**config.mk**
```make
export PLATFORM = sky130hd
export DESIGN_NAME = array_7_ctrl_flat
export DESIGN_NICKNAME = d
export VERILOG_FILES = /design/src/rtl/array_7_ctrl_if.sv /design/src/rtl/array_7_ctrl.sv /design/src/flat_wrapper.sv
export SDC_FILE = /design/constraint.sdc
export NUM_CORES = 1
export LEC_CHECK = 0
export BUFFER_PORTS_ARGS = -buffer_cell sky130_fd_sc_hd__buf_2
export CAP_MARGIN = 20
export CORE_ASPECT_RATIO = 0.9
export CORE_UTILIZATION = 47
export DETAILED_ROUTE_END_ITERATION = 7
export PLACE_DENSITY = 0.86
export SLEW_MARGIN = 0
export SYNTH_ARGS = -nofsm -noshare
export SYNTH_HDL_FRONTEND = slang
export SYNTH_SLANG_ARGS = --single-unit
```
**constraint.sdc**
```tcl
create_clock -name clock -period 2.2 [get_ports clock]
set_input_delay 0.44 -clock clock [delete_from_list [all_inputs] [get_ports clock]]
set_output_delay 0.44 -clock clock [all_outputs]
set_load 0.005 [all_outputs]
```
**src/rtl/array_7_ctrl_if.sv**
```systemverilog
// Request/response and SRAM-port bundle for array_7_ctrl.
// The slave modport is the controller; master is the requester/SRAM side.
interface array_7_ctrl_if #(
    parameter int ADDR_W = 8,
    parameter int DATA_W = 24,
    parameter int LANES  = 4
);
    logic              io_init_done;
    logic              io_r_req_valid;
    logic              io_r_req_ready;
    logic [ADDR_W-1:0] io_r_req_addr;
    logic              io_r_resp_valid;
    logic [DATA_W-1:0] io_r_resp_data;
    logic              io_w_req_valid;
    logic              io_w_req_ready;
    logic [ADDR_W-1:0] io_w_req_addr;
    logic [DATA_W-1:0] io_w_req_data;
    logic [LANES-1:0]  io_w_req_mask;
    logic              sram_R0_en;
    logic [ADDR_W-1:0] sram_R0_addr;
    logic [DATA_W-1:0] sram_R0_data;
    logic              sram_W0_en;
    logic [ADDR_W-1:0] sram_W0_addr;
    logic [DATA_W-1:0] sram_W0_data;
    logic [LANES-1:0]  sram_W0_mask;

    modport slave (
        output io_init_done, io_r_req_ready, io_r_resp_valid, io_r_resp_data,
        output io_w_req_ready,
        output sram_R0_en, sram_R0_addr, sram_W0_en, sram_W0_addr, sram_W0_data, sram_W0_mask,
        input  io_r_req_valid, io_r_req_addr,
        input  io_w_req_valid, io_w_req_addr, io_w_req_data, io_w_req_mask,
        input  sram_R0_data
    );

    modport master (
        input  io_init_done, io_r_req_ready, io_r_resp_valid, io_r_resp_data,
        input  io_w_req_ready,
        input  sram_R0_en, sram_R0_addr, sram_W0_en, sram_W0_addr, sram_W0_data, sram_W0_mask,
        output io_r_req_valid, io_r_req_addr,
        output io_w_req_valid, io_w_req_addr, io_w_req_data, io_w_req_mask,
        output sram_R0_data
    );
endinterface

```
**src/rtl/array_7_ctrl.sv**
```systemverilog
// Requester-side controller for the 256x24 masked-write BPU table SRAM: zero-fill sweep,
// read/write handshakes, one-entry write buffer. ARRAY7_CTRL_BYPASS_EN enables same-cycle write bypass.
module array_7_ctrl #(
    parameter int ADDR_W = 8,
    parameter int DATA_W = 24,
    parameter int LANES  = 4
) (
    input  logic           clock,
    input  logic           reset,
    array_7_ctrl_if.slave  io
);
    localparam int LANE_W = DATA_W / LANES;

    typedef enum logic {INIT, RUN} state_t;

    state_t            state_q, state_d;
    logic [ADDR_W-1:0] cnt_q, cnt_d;
    logic              init_done_q, init_done_d;
    logic              resp_vld_q, resp_vld_d;
    logic              wb_vld_q, wb_vld_d;
    logic [ADDR_W-1:0] wb_addr_q, wb_addr_d;
    logic [DATA_W-1:0] wb_data_q, wb_data_d;
    logic [LANES-1:0]  wb_mask_q, wb_mask_d;
    logic              r_fire, w_fire;

    assign r_fire = io.io_r_req_valid & io.io_r_req_ready;
    assign w_fire = io.io_w_req_valid & io.io_w_req_ready;

    always_comb begin
        state_d     = state_q;
        cnt_d       = cnt_q;
        init_done_d = init_done_q;
        case (state_q)
            INIT: begin
                cnt_d = cnt_q + 1'b1;
                if (cnt_q == '1) begin
                    state_d     = RUN;
                    init_done_d = 1'b1;
                end
            end
            default: ;
        endcase
        resp_vld_d = r_fire;
        wb_vld_d   = w_fire;
        wb_addr_d  = w_fire ? io.io_w_req_addr : wb_addr_q;
        wb_data_d  = w_fire ? io.io_w_req_data : wb_data_q;
        wb_mask_d  = w_fire ? io.io_w_req_mask : wb_mask_q;
    end

    always_ff @(posedge clock) begin
        if (reset) begin
            state_q     <= INIT;
            cnt_q       <= '0;
            init_done_q <= 1'b0;
            resp_vld_q  <= 1'b0;
            wb_vld_q    <= 1'b0;
            wb_addr_q   <= '0;
            wb_data_q   <= '0;
            wb_mask_q   <= '0;
        end else begin
            state_q     <= state_d;
            cnt_q       <= cnt_d;
            init_done_q <= init_done_d;
            resp_vld_q  <= resp_vld_d;
            wb_vld_q    <= wb_vld_d;
            wb_addr_q   <= wb_addr_d;
            wb_data_q   <= wb_data_d;
            wb_mask_q   <= wb_mask_d;
        end
    end

    // Reset gates the outputs combinationally so a buffered write or pending
    // response captured just before reset never reaches the SRAM or requester.
    assign io.io_init_done    = init_done_q;
    assign io.io_r_req_ready  = init_done_q & ~reset;
    assign io.io_w_req_ready  = init_done_q & ~reset;
    assign io.io_r_resp_valid = resp_vld_q & ~reset;

    assign io.sram_R0_en   = r_fire;
    assign io.sram_R0_addr = io.io_r_req_addr;
    assign io.sram_W0_en   = ~reset & ((state_q == INIT) | wb_vld_q);
    assign io.sram_W0_addr = (state_q == INIT) ? cnt_q : wb_addr_q;
    assign io.sram_W0_data = (state_q == INIT) ? '0    : wb_data_q;
    assign io.sram_W0_mask = (state_q == INIT) ? '1    : wb_mask_q;

`ifdef ARRAY7_CTRL_BYPASS_EN
    logic hit_q, hit_d;
    logic [DATA_W-1:0] resp_data;

    assign hit_d = r_fire & w_fire & (io.io_r_req_addr == io.io_w_req_addr);

    always_ff @(posedge clock) begin
        if (reset) hit_q <= 1'b0;
        else       hit_q <= hit_d;
    end

    // On a hit the buffer still holds the colliding write, so its masked lanes override the stale SRAM read.
    always_comb begin
        resp_data = io.sram_R0_data;
        for (int l = 0; l < LANES; l++)
            if (hit_q && wb_mask_q[l])
                resp_data[l*LANE_W +: LANE_W] = wb_data_q[l*LANE_W +: LANE_W];
    end

    assign io.io_r_resp_data = resp_data;
`else
    assign io.io_r_resp_data = io.sram_R0_data;
`endif
endmodule

```
**src/flat_wrapper.sv**
```systemverilog
// flat-port wrapper written by rule: the top's interface ports become plain ports
module array_7_ctrl_flat 
#(
    parameter int ADDR_W = 8,
    parameter int DATA_W = 24,
    parameter int LANES  = 4
)
  (clock, reset, io_io_init_done, io_io_r_req_ready, io_io_r_resp_valid, io_io_r_resp_data, io_io_w_req_ready, io_sram_R0_en, io_sram_R0_addr, io_sram_W0_en, io_sram_W0_addr, io_sram_W0_data, io_sram_W0_mask, io_io_r_req_valid, io_io_r_req_addr, io_io_w_req_valid, io_io_w_req_addr, io_io_w_req_data, io_io_w_req_mask, io_sram_R0_data);
  array_7_ctrl_if #(.ADDR_W(ADDR_W), .DATA_W(DATA_W), .LANES(LANES)) io_i ();
  input  logic clock;
  input  logic reset;
  output wire logic [$bits(io_i.io_init_done)-1:0] io_io_init_done;
  output wire logic [$bits(io_i.io_r_req_ready)-1:0] io_io_r_req_ready;
  output wire logic [$bits(io_i.io_r_resp_valid)-1:0] io_io_r_resp_valid;
  output wire logic [$bits(io_i.io_r_resp_data)-1:0] io_io_r_resp_data;
  output wire logic [$bits(io_i.io_w_req_ready)-1:0] io_io_w_req_ready;
  output wire logic [$bits(io_i.sram_R0_en)-1:0] io_sram_R0_en;
  output wire logic [$bits(io_i.sram_R0_addr)-1:0] io_sram_R0_addr;
  output wire logic [$bits(io_i.sram_W0_en)-1:0] io_sram_W0_en;
  output wire logic [$bits(io_i.sram_W0_addr)-1:0] io_sram_W0_addr;
  output wire logic [$bits(io_i.sram_W0_data)-1:0] io_sram_W0_data;
  output wire logic [$bits(io_i.sram_W0_mask)-1:0] io_sram_W0_mask;
  input wire logic [$bits(io_i.io_r_req_valid)-1:0] io_io_r_req_valid;
  input wire logic [$bits(io_i.io_r_req_addr)-1:0] io_io_r_req_addr;
  input wire logic [$bits(io_i.io_w_req_valid)-1:0] io_io_w_req_valid;
  input wire logic [$bits(io_i.io_w_req_addr)-1:0] io_io_w_req_addr;
  input wire logic [$bits(io_i.io_w_req_data)-1:0] io_io_w_req_data;
  input wire logic [$bits(io_i.io_w_req_mask)-1:0] io_io_w_req_mask;
  input wire logic [$bits(io_i.sram_R0_data)-1:0] io_sram_R0_data;
  assign io_io_init_done = io_i.io_init_done;
  assign io_io_r_req_ready = io_i.io_r_req_ready;
  assign io_io_r_resp_valid = io_i.io_r_resp_valid;
  assign io_io_r_resp_data = io_i.io_r_resp_data;
  assign io_io_w_req_ready = io_i.io_w_req_ready;
  assign io_sram_R0_en = io_i.sram_R0_en;
  assign io_sram_R0_addr = io_i.sram_R0_addr;
  assign io_sram_W0_en = io_i.sram_W0_en;
  assign io_sram_W0_addr = io_i.sram_W0_addr;
  assign io_sram_W0_data = io_i.sram_W0_data;
  assign io_sram_W0_mask = io_i.sram_W0_mask;
  assign io_i.io_r_req_valid = io_io_r_req_valid;
  assign io_i.io_r_req_addr = io_io_r_req_addr;
  assign io_i.io_w_req_valid = io_io_w_req_valid;
  assign io_i.io_w_req_addr = io_io_w_req_addr;
  assign io_i.io_w_req_data = io_io_w_req_data;
  assign io_i.io_w_req_mask = io_io_w_req_mask;
  assign io_i.sram_R0_data = io_sram_R0_data;
  array_7_ctrl #(.ADDR_W(ADDR_W), .DATA_W(DATA_W), .LANES(LANES)) u_core (.clock(clock), .reset(reset), .io(io_i));
endmodule
```
==> metrics, run 1 <==
status=finished clean; worst slew pin tran=0.353 ns; CTS H-tree depth=2; die footprint=0.00542 mm2; Clock Tree Root=clkbuf_8; layout cells sized above 1=0.327; yosys warns=0; Peak supply drop=0.000292 V; Crit Path Max Fanout=24; total CTS buffers=5; DP Wirelength=3.71 mm; CP peak stage delay=about 0.37 ns; fill cell count=between 400 and 500; synthesis-to-finish area growth=12.7%; nets=403; minimum clock period=between 1.5 and 2 ns; most common cell after layout, fill and taps aside=buf_2; post-CTS sizing=0; CP endpoint kind=primary output; WL/cell=13.5 um; num rows=24; Seq/Total Area, Yosys=0.398; max frequency=549 MHz; Slew HR=0.765; via/cell ratio=5.17; Critical path origin=u_core.state_q$_SDFF_PP0_; Register Area=961 um2; Total Neg Setup Slack=0 ns; CP top delay family=buffers and inverters; Synth Cell Area=0.00241 mm2; Post-Route WL=5.32 mm; Tcrit/Tclk final=0.828; Avg Inst Size Synth=8.43 um2; Clock Tree Buf Depth=2; count of cell types in the netlist=26; initial antenna violation count=0; IO Count=roughly 150; Overall Global Routing Usage=0.202; clk_skew=approximately 0.004 ns; P per Cell Area=538 mW/mm2; Synth Register Bits=48; Initial DRT Pass Iterations=6; antenna-violating nets left=0; DR vias=2044; clock edge transition at the registers on the reported setup and hold paths=0.08 ns; largest net degree at the start of global routing=34; async set-reset flop share out of synthesis=0; clk_lat worst skew=0.29 ns; area taken by multi-input logic gates=0.00111 mm2; Hold Path Class=input pin to flip-flop; hold buffers post-CTS=0; Final Max Slew Viols=0; placed cells=about 390; CTS Sinks=48; first-pass GRT wire length=a little under 9 mm; EDFF count, synth=0; CP Launch Type=flip-flop; vias in the first global route=about 2k; area share of the largest cell type after synthesis=0.398; DR iter-0 viols=83; CP cell instances=buf_4 > mux2_2 > buf_2; Synth Instances=286; Final Hold Fails=0; data required time of the critical path=approximately 1.8 ns; Max-cap violations=0; core area=0.00489 mm2; final setup fails=0; # diodes=0; Top FF cell, synth=dfxtp_1; Die Y=between 60 and 70 um; GP Congestion=0.721; post-synth net total=359; CP max stage cell=mux2_2; hold_sp=io_io_w_req_data[0]; area leader, netlist=dfxtp_1; gr ovfl total=0; Die X=between 70 and 80 um; Setup Crit Path Kind=flip-flop to primary output; Post-Route Hold Slack=0.350 ns; Starting Density=0.493; WP buf/inv=2; Port-buffer cells=81; Synth area leaders=dfxtp_1 (40%), nand3b_1 (12%), buf_4 (10%), nand3_1 (7.7%), and2_1 (6.7%); Critical R2R Launch=u_core.cnt_q[0]$_SDFFE_PP0N_; CTS tree=built; Leak=1.40 nW; unrepaired setup endpoints after global routing=no; Util after Layout=0.555; critical path arrival=1.38 ns; final non-filler cell total=395; DRC violations left=0; most frequent cells in the layout=buf_2 (81), dfxtp_1 (48), nand3b_1 (38); Post-CTS Repair Setup Buffers=0
==> final cells by class <==
type                       count  share of cell area
sequential                    48               0.353
tap                           65              0.0299
inverter                       2             0.00276
clock inverter                 1             0.00184
multi-input combinational    182               0.409
clock buffer                   6              0.0267
timing repair buffer          91               0.177
==> worst paths after layout <==
path / end / slack, ns / depth (start not counted)
worst min register to register: u_core.wb_mask_q[1]$_SDFFE_PP0P_ / 0.47 / 2
worst max register to register: u_core.cnt_q[6]$_SDFFE_PP0N_ / 0.77 / 4
worst max-delay path: io_sram_W0_addr[0] / 0.38 / 3
worst min-delay path: u_core.wb_data_q[0]$_SDFFE_PP0P_ / 0.35 / 3
==> routing by layer <==
layer	GRT usage	part of all wire
met3	0.0523	0.054
met2	0.343	0.49
met1	0.237	0.44
met4	0.0901	0.021
met5	0	0
==> worst register-to-register path, delay by kind of cell, from the launching register on <==
kind,cells,cell delay [ns]
AO/OA/AOI/OAI,1,0.14
adder cells (fa/ha/maj),1,0.26
flip-flops,1,0.44
AND/OR/NAND/NOR,2,0.52
==> where the power goes <==
group          switching (mW)  total, mW  leakage [nW]  internal [mW]
registers             0.00900      0.882         0.387          0.873
logic                  0.0421     0.0935         0.967         0.0514
clock network           0.271      0.488        0.0410          0.217
==> sequential cells by signal, summed over array words and instances (netlist names) <==
name	flops
u_core.wb_data_q	24
u_core.cnt_q	8
u_core.state_q	1
u_core.wb_addr_q	8
u_core.wb_vld_q	1
u_core.wb_mask_q	4
u_core.resp_vld_q	1
u_core.io.io_init_done	1
==> cell families (layout without fill, tap and decap cells) <==
| logic type | after synthesis | in the layout | synth area share |
|---|---|---|---|
| AO/OA/AOI/OAI | 9 | 9 | 0.0218 |
| multiplexers | 9 | 9 | 0.0415 |
| XOR/XNOR | 4 | 4 | 0.0145 |
| AND/OR/NAND/NOR | 159 | 159 | 0.377 |
| adder cells (fa/ha/maj) | 1 | 1 | 0.00519 |
| buffers and inverters | 56 | 100 | 0.142 |
| flip-flops | 48 | 48 | 0.398 |
==> Yosys cell counts, types with 2 or more instances <==
library cell  count
a21oi_1           4
nor2b_1           3
nor2_1            7
or3_1             3
nand2b_1          4
nand3b_1         38
and2_1           26
o21ai_0           3
xor2_1            3
dfxtp_1          48
nand2_1          37
buf_4            33
inv_1             2
nand3_1          37
mux2_2            8
buf_2             7
clkbuf_1         14
==> metrics by stage <==
stage | total power [mW] | cell area [um2] | setup WS (ns)
2_1_floorplan | 0.991 | 2410 | 0.654
3_3_place_gp | 0.993 | 2640 | 0.581
3_5_place_dp | 0.996 | 2640 | 0.571
4_1_cts | 1.48 | 2720 | 0.375
5_1_grt | 1.52 | 2720 | 0.308
6_report | 1.46 | 2720 | 0.377
Note: power is estimated with default switching activity, not from simulation.
==> run 2, diff against run 1 <==
--- a/config.mk
+++ b/config.mk
@@ -5,12 +5,13 @@
 export SDC_FILE = /design/constraint.sdc
 export NUM_CORES = 1
 export LEC_CHECK = 0
+export ABC_AREA = 1
 export BUFFER_PORTS_ARGS = -buffer_cell sky130_fd_sc_hd__buf_2
 export CAP_MARGIN = 20
 export CORE_ASPECT_RATIO = 0.9
-export CORE_UTILIZATION = 47
+export CORE_UTILIZATION = 43
 export DETAILED_ROUTE_END_ITERATION = 7
-export PLACE_DENSITY = 0.86
+export PLACE_DENSITY = 0.8
 export SLEW_MARGIN = 0
 export SYNTH_ARGS = -nofsm -noshare
 export SYNTH_HDL_FRONTEND = slang
==> constraint.sdc (replaced) <==
create_clock -name clock -period 1.9 [get_ports clock]
set_input_delay 0.38 -clock clock [delete_from_list [all_inputs] [get_ports clock]]
set_output_delay 0.38 -clock clock [all_outputs]
set_load 0.005 [all_outputs]
==> metrics, run 2 <==
Synth Area in XOR/XNOR=0; Seq/Total Area, Yosys=0.406; Starting Density=0.448; top flop regs=u_core.wb_data_q x24, u_core.cnt_q x8, u_core.wb_addr_q x8; Synth top cells by count=nand2_1 (128), dfxtp_1 (48), nand3_1 (40), inv_1 (39), buf_4 (33); Crit Path Max Fanout=12; DR vias=about 2.1k; flop2flop setup slack=about 0.53 ns; area leader, netlist=dfxtp_1; Clock Tree Buf Depth=2; hold worst-path end=u_core.wb_data_q[0]$_SDFFE_PP0P_; Slew HR=0.658; Avg Inst Size Synth=6.85 um2; antenna-violating nets left=0; Int Pwr=1.48 mW; Util after Layout=0.503; CTS tree=built; Tcrit/Tclk final=0.881; DR iter-0 viols=92; yosys warns=0; r2r endpoint=u_core.cnt_q[5]$_SDFFE_PP0N_; Hold Path Class=input pin to flip-flop; Die Y=just over 70 um; worst slew pin tran=around 0.51 ns; largest family of logic cells by synthesized area=simple AND/OR/NAND/NOR gates; fill cell count=555; via/cell ratio=4.58; WL/cell=10.7 um; fin area=around 0.0027 mm2; status=finished clean; critical path arrival=1.29 ns; num rows=25; most common cell after layout, fill and taps aside=nand2_1; Top FF cell, synth=dfxtp_1; Overall Global Routing Usage=0.171; most frequent cells in the layout=nand2_1 (128), buf_2 (81), dfxtp_1 (48); clock network power share=0.410; Peak supply drop=between 0.0003 and 0.0004 V; Synth Cell Area=0.00237 mm2; M2 GR Usage=0.271; initial antenna violation count=0; CTS H-tree depth=2; vias in the first global route=approximately 1.7k; nets=462; post-CTS sizing=0; most frequent cell after synthesis=nand2_1; area share of the largest cell type after synthesis=0.406; Reg power frac=0.542; Top reg by flops=u_core.wb_data_q; unrepaired setup endpoints after global routing=no; switching portion of total power=0.209; CP Launch Type=flip-flop; Placed Area=0.00254 mm2; Synth area leaders=dfxtp_1 (41%), nand2_1 (20%), buf_4 (10%), nand3_1 (8.5%), inv_1 (6.2%); CP endpoint kind=primary output; Clock Tree Root=clkbuf_8; Post-CTS Repair Setup Buffers=0; Max-cap violations=0; EDFF count, synth=0; sw power=0.391 mW; hold_sp=io_io_w_req_data[0]; Total Neg Setup Slack=0 ns; hold buffers post-CTS=0; Setup Crit Path Kind=flip-flop to primary output; Die X=80.2 um; Adder-Cell Fraction of Synth Area=0.00528; Critical R2R Launch=u_core.state_q$_SDFF_PP0_; Leak=1.61 nW; Logic pwr share=0.048; gr ovfl total=0; synthesis-to-finish area growth=12.2%; max frequency=597 MHz; DP Wirelength=3.52 mm; clk_skew=0.00599 ns; clk_lat worst skew=0.30 ns; CTS Sinks=48; Largest register FFs=24; clock edge transition at the registers on the reported setup and hold paths=0.09 ns; first-pass GRT wire length=7.65 mm; GP Congestion=0.794; worst r2r path cells=6; mux contribution to synthesized area=0; Final Max Slew Viols=0; area taken by multi-input logic gates=roughly 890 um2; count of cell types in the netlist=19; Initial DRT Pass Iterations=4; data required time of the critical path=~1.5 ns; post-synth net total=419; Final Hold Fails=0; IO Count=between 100 and 150; Synth Register Bits=48; Port-buffer cells=81; P per Cell Area=706 mW/mm2; final setup fails=0; die footprint=roughly 0.0058 mm2; core area=0.00529 mm2; minimum clock period=1.67 ns; total CTS buffers=5; async set-reset flop share out of synthesis=0; layout cells sized above 1=0.259; Post-Synth Simple-Gate Area=0.347; Post-Route WL=4.89 mm; Register Area=961 um2; largest net degree at the start of global routing=38; grt met3 use=0.0679; DRC violations left=0; grt met1 use=0.213; hold path depth=3; most used routing layer in global routing=met2; # diodes=0; compound-cell area share of the yosys netlist=0.0254; Synth Instances=346
## run 2: changes by cell type after synthesis, sizes merged, moves of 8 or more
| cell | previous run | this run |
|---|---|---|
| and2 | 26 | 0 |
| clkbuf | 14 | 2 |
| nand2 | 37 | 129 |
| nor2 | 7 | 20 |
| buf | 40 | 48 |
| mux2 | 8 | 0 |
| inv | 2 | 39 |
| nand3b | 38 | 1 |
## run 2: how the worst max path moves through the flow
stage | start | endpoint | cells after the start
after floorplan | u_core.state_q$_SDFF_PP0_ | io_sram_W0_mask[0] | 4
after global placement | reset | u_core.wb_data_q[16]$_SDFFE_PP0P_ | 5
after detailed placement | reset | u_core.wb_data_q[10]$_SDFFE_PP0P_ | 5
after CTS | u_core.state_q$_SDFF_PP0_ | io_sram_W0_mask[3] | 3
after global routing | u_core.state_q$_SDFF_PP0_ | io_sram_W0_addr[1] | 4
final | u_core.state_q$_SDFF_PP0_ | io_sram_W0_mask[1] | 3
## run 2: cell type report
type,instances,share of cell area
clock buffers,6,0.0311
clock inverters,2,0.0146
inverters,40,0.0584
multi-input cells,208,0.336
flip-flops and latches,48,0.362
well taps,67,0.0315
repair buffers,86,0.167
## run 2: metal layers
layer	up-vias	part of all wire	routed length, um
met1	903	0.46	2270
met5	-	0	0
met2	83	0.45	2190
met3	11	0.077	377
met4	0	0.011	54
li1	1094	-	-
## run 2: cell families after synthesis
logic type	count (synthesis)
adder cells (fa/ha/maj)	1
buffers and inverters	90
flip-flops	48
AO/OA/AOI/OAI	12
AND/OR/NAND/NOR	195
## run 2: through the flow
stage / instances / hold slack [ns] / setup WS [ns] / power [mW]
2_1_floorplan: 346 / 0.438 / 0.629 / 1.13
3_3_place_gp: 449 / 0.451 / 0.441 / 1.13
3_5_place_dp: 449 / 0.457 / 0.401 / 1.13
4_1_cts: 457 / 0.258 / 0.216 / 1.90
5_1_grt: 457 / 0.256 / 0.159 / 1.95
6_report: 457 / 0.264 / 0.226 / 1.88
## run 2: critical path, cell delays in order (launching register included)
cell and delay [ns]:
dfxtp_1 0.36, inv_1 0.17, or2_2 0.33, buf_2 0.13
## run 2: power groups by stage
stage | combinational, mW | sequential, mW | clock [mW]
3_3_place_gp | 0.0889 | 1.04 | 0
6_report | 0.0900 | 1.02 | 0.770
4_1_cts | 0.0905 | 1.02 | 0.791
5_1_grt | 0.101 | 1.02 | 0.831
3_5_place_dp | 0.0900 | 1.04 | 0
2_1_floorplan | 0.0915 | 1.04 | 0
==> run 3, diff against run 2 <==
--- a/config.mk
+++ b/config.mk
@@ -6,12 +6,14 @@
 export NUM_CORES = 1
 export LEC_CHECK = 0
 export ABC_AREA = 1
+export ABC_CLOCK_PERIOD_IN_PS = 1900
 export BUFFER_PORTS_ARGS = -buffer_cell sky130_fd_sc_hd__buf_2
 export CAP_MARGIN = 20
 export CORE_ASPECT_RATIO = 0.9
 export CORE_UTILIZATION = 43
 export DETAILED_ROUTE_END_ITERATION = 7
 export PLACE_DENSITY = 0.8
+export SETUP_SLACK_MARGIN = 0.4
 export SLEW_MARGIN = 0
 export SYNTH_ARGS = -nofsm -noshare
 export SYNTH_HDL_FRONTEND = slang
==> metrics, run 3 (synthesis gave the netlist of run 2 again) <==
Port-buffer cells=roughly 80; layout cells sized above 1=0.277; nets=462; Leak=1.62 nW; data required time of the critical path=between 1.5 and 2 ns; Crit Path Max Fanout=12; Largest register FFs=24; GP Congestion=0.794; hold worst-path end=u_core.wb_data_q[0]$_SDFFE_PP0P_; most common cell after layout, fill and taps aside=nand2_1; Post-Route WL=between 4 and 5 mm; core area=0.00529 mm2; most frequent cells in the layout=nand2_1 (128), buf_2 (81), dfxtp_1 (45); worst r2r path cells=6; Total Neg Setup Slack=0 ns; clk_lat worst skew=approximately 0.30 ns; synthesis-to-finish area growth=13.9%; Reg power frac=0.540; Final Max Slew Viols=0; DR vias=2111; Die Y=72.4 um; num rows=25; Starting Density=0.448; gr ovfl total=0; Register Area=967 um2; r2r endpoint=u_core.cnt_q[4]$_SDFFE_PP0N_; antenna-violating nets left=0; final setup fails=0; CP Launch Type=flip-flop; clock network power share=0.412; Overall Global Routing Usage=0.172; DR iter-0 viols=91; Die X=80.2 um; Top reg by flops=u_core.wb_data_q; sw power=~0.40 mW; clock edge transition at the registers on the reported setup and hold paths=~0.090 ns; DP Wirelength=3.52 mm; hold_sp=io_io_w_req_data[0]; via/cell ratio=4.62; clk_skew=approximately 0.0047 ns; Clock Tree Buf Depth=2; CTS Sinks=48; CTS H-tree depth=2; hold path depth=3; unrepaired setup endpoints after global routing=yes; status=finished clean; Int Pwr=1.48 mW; top flop regs=u_core.wb_data_q x24, u_core.cnt_q x8, u_core.wb_addr_q x8; P per Cell Area=697 mW/mm2; Clock Tree Root=clkbuf_8; Tcrit/Tclk final=0.828; CP top delay family=flip-flops; total CTS buffers=5; largest net degree at the start of global routing=38; Max-cap violations=0; Logic pwr share=0.048; CTS tree=built; CP max stage cell=dfxtp_4; # diodes=0; worst slew pin tran=0.509 ns; initial antenna violation count=0; die footprint=roughly 0.0058 mm2; Peak supply drop=0.000359 V; Setup Crit Path Kind=flip-flop to primary output; critical path arrival=1.19 ns; Initial DRT Pass Iterations=4; area taken by multi-input logic gates=901 um2; Critical R2R Launch=u_core.cnt_q[0]$_SDFFE_PP0N_; CP cell instances=inv_4 > or2_2 > buf_2; IO Count=146; Hold Path Class=input pin to flip-flop; CP endpoint kind=primary output; Final Hold Fails=0; DRC violations left=0; flop2flop setup slack=0.55 ns; switching portion of total power=0.211; fill cell count=546; max frequency=around 640 MHz; Post-Route Hold Slack=0.265 ns; first-pass GRT wire length=7.66 mm; WP buf/inv=2; hold buffers post-CTS=0; minimum clock period=1.57 ns; CP peak stage delay=0.40 ns; Slew HR=0.660; WL/cell=10.7 um; vias in the first global route=roughly 1.8k
## run 3: cell count changes in the layout (fill, tap and decap cells not counted), moves of 2 or more
cell     before  now
buf_4         5    3
o21ai_0       6    3
buf_12        0    2
inv_1        39   36
o21ai_1       0    3
inv_2         0    2
dfxtp_2       0    2
dfxtp_1      48   45
## run 3: final cells by class
| cell class | count | area share |
|---|---|---|
| sequential | 48 | 0.358 |
| multi-input combinational | 208 | 0.334 |
| timing repair buffer | 86 | 0.173 |
| inverter | 40 | 0.0584 |
| tap | 67 | 0.0311 |
| clock buffer | 6 | 0.0306 |
| clock inverter | 2 | 0.0144 |
## run 3: worst max path at each step
stage	start	cells past startpoint	endpoint	slack (ns)
floorplan	u_core.state_q$_SDFF_PP0_	4	io_sram_W0_mask[0]	0.63
global placement	reset	5	u_core.wb_data_q[16]$_SDFFE_PP0P_	0.44
finish	u_core.state_q$_SDFF_PP0_	3	io_sram_W0_mask[1]	0.33
CTS	u_core.state_q$_SDFF_PP0_	4	io_sram_W0_addr[4]	0.34
global route	u_core.state_q$_SDFF_PP0_	3	io_sram_W0_mask[3]	0.29
detailed placement	reset	5	u_core.wb_data_q[10]$_SDFFE_PP0P_	0.40
## run 3: power by group through the flow
stage	clock [mW]	sequential (mW)	combinational [mW]
finish	0.775	1.02	0.0905
floorplan	0	1.04	0.0915
CTS	0.791	1.02	0.0911
global route	0.831	1.02	0.101
detailed placement	0	1.04	0.0900
global placement	0	1.04	0.0889
## run 3: worst min-delay path, stage by stage
cell	delay, ns
buf_2	0.07
nand2_1	0.04
nand2_1	0.05
## run 3: per-layer routing
| layer | track usage | part of all wire | up-vias |
|---|---|---|---|
| met5 | 0 | 0 | - |
| met4 | 0.0635 | 0.011 | 0 |
| met3 | 0.0692 | 0.078 | 11 |
| met2 | 0.274 | 0.45 | 86 |
| met1 | 0.208 | 0.46 | 920 |
| li1 | - | - | 1094 |
## run 3: per-stage QoR
| stage | power [mW] | cell area, um2 | utilization | cells | setup WS (ns) |
|---|---|---|---|---|---|
| 3_3_place_gp | 1.13 | 2540 | 0.480 | 449 | 0.441 |
| 4_1_cts | 1.90 | 2680 | 0.507 | 457 | 0.340 |
| 6_report | 1.88 | 2700 | 0.511 | 457 | 0.327 |
| 3_5_place_dp | 1.13 | 2540 | 0.480 | 449 | 0.401 |
| 5_1_grt | 1.95 | 2700 | 0.511 | 457 | 0.291 |
| 2_1_floorplan | 1.13 | 2370 | - | 346 | 0.629 |
## run 3: repair_timing
item | in CTS | in global routing
buffers inserted | 0 | 0
pin swaps | 0 | 0
endpoints found under the setup margin | 38 | 38
gates resized for setup | 10 | 9
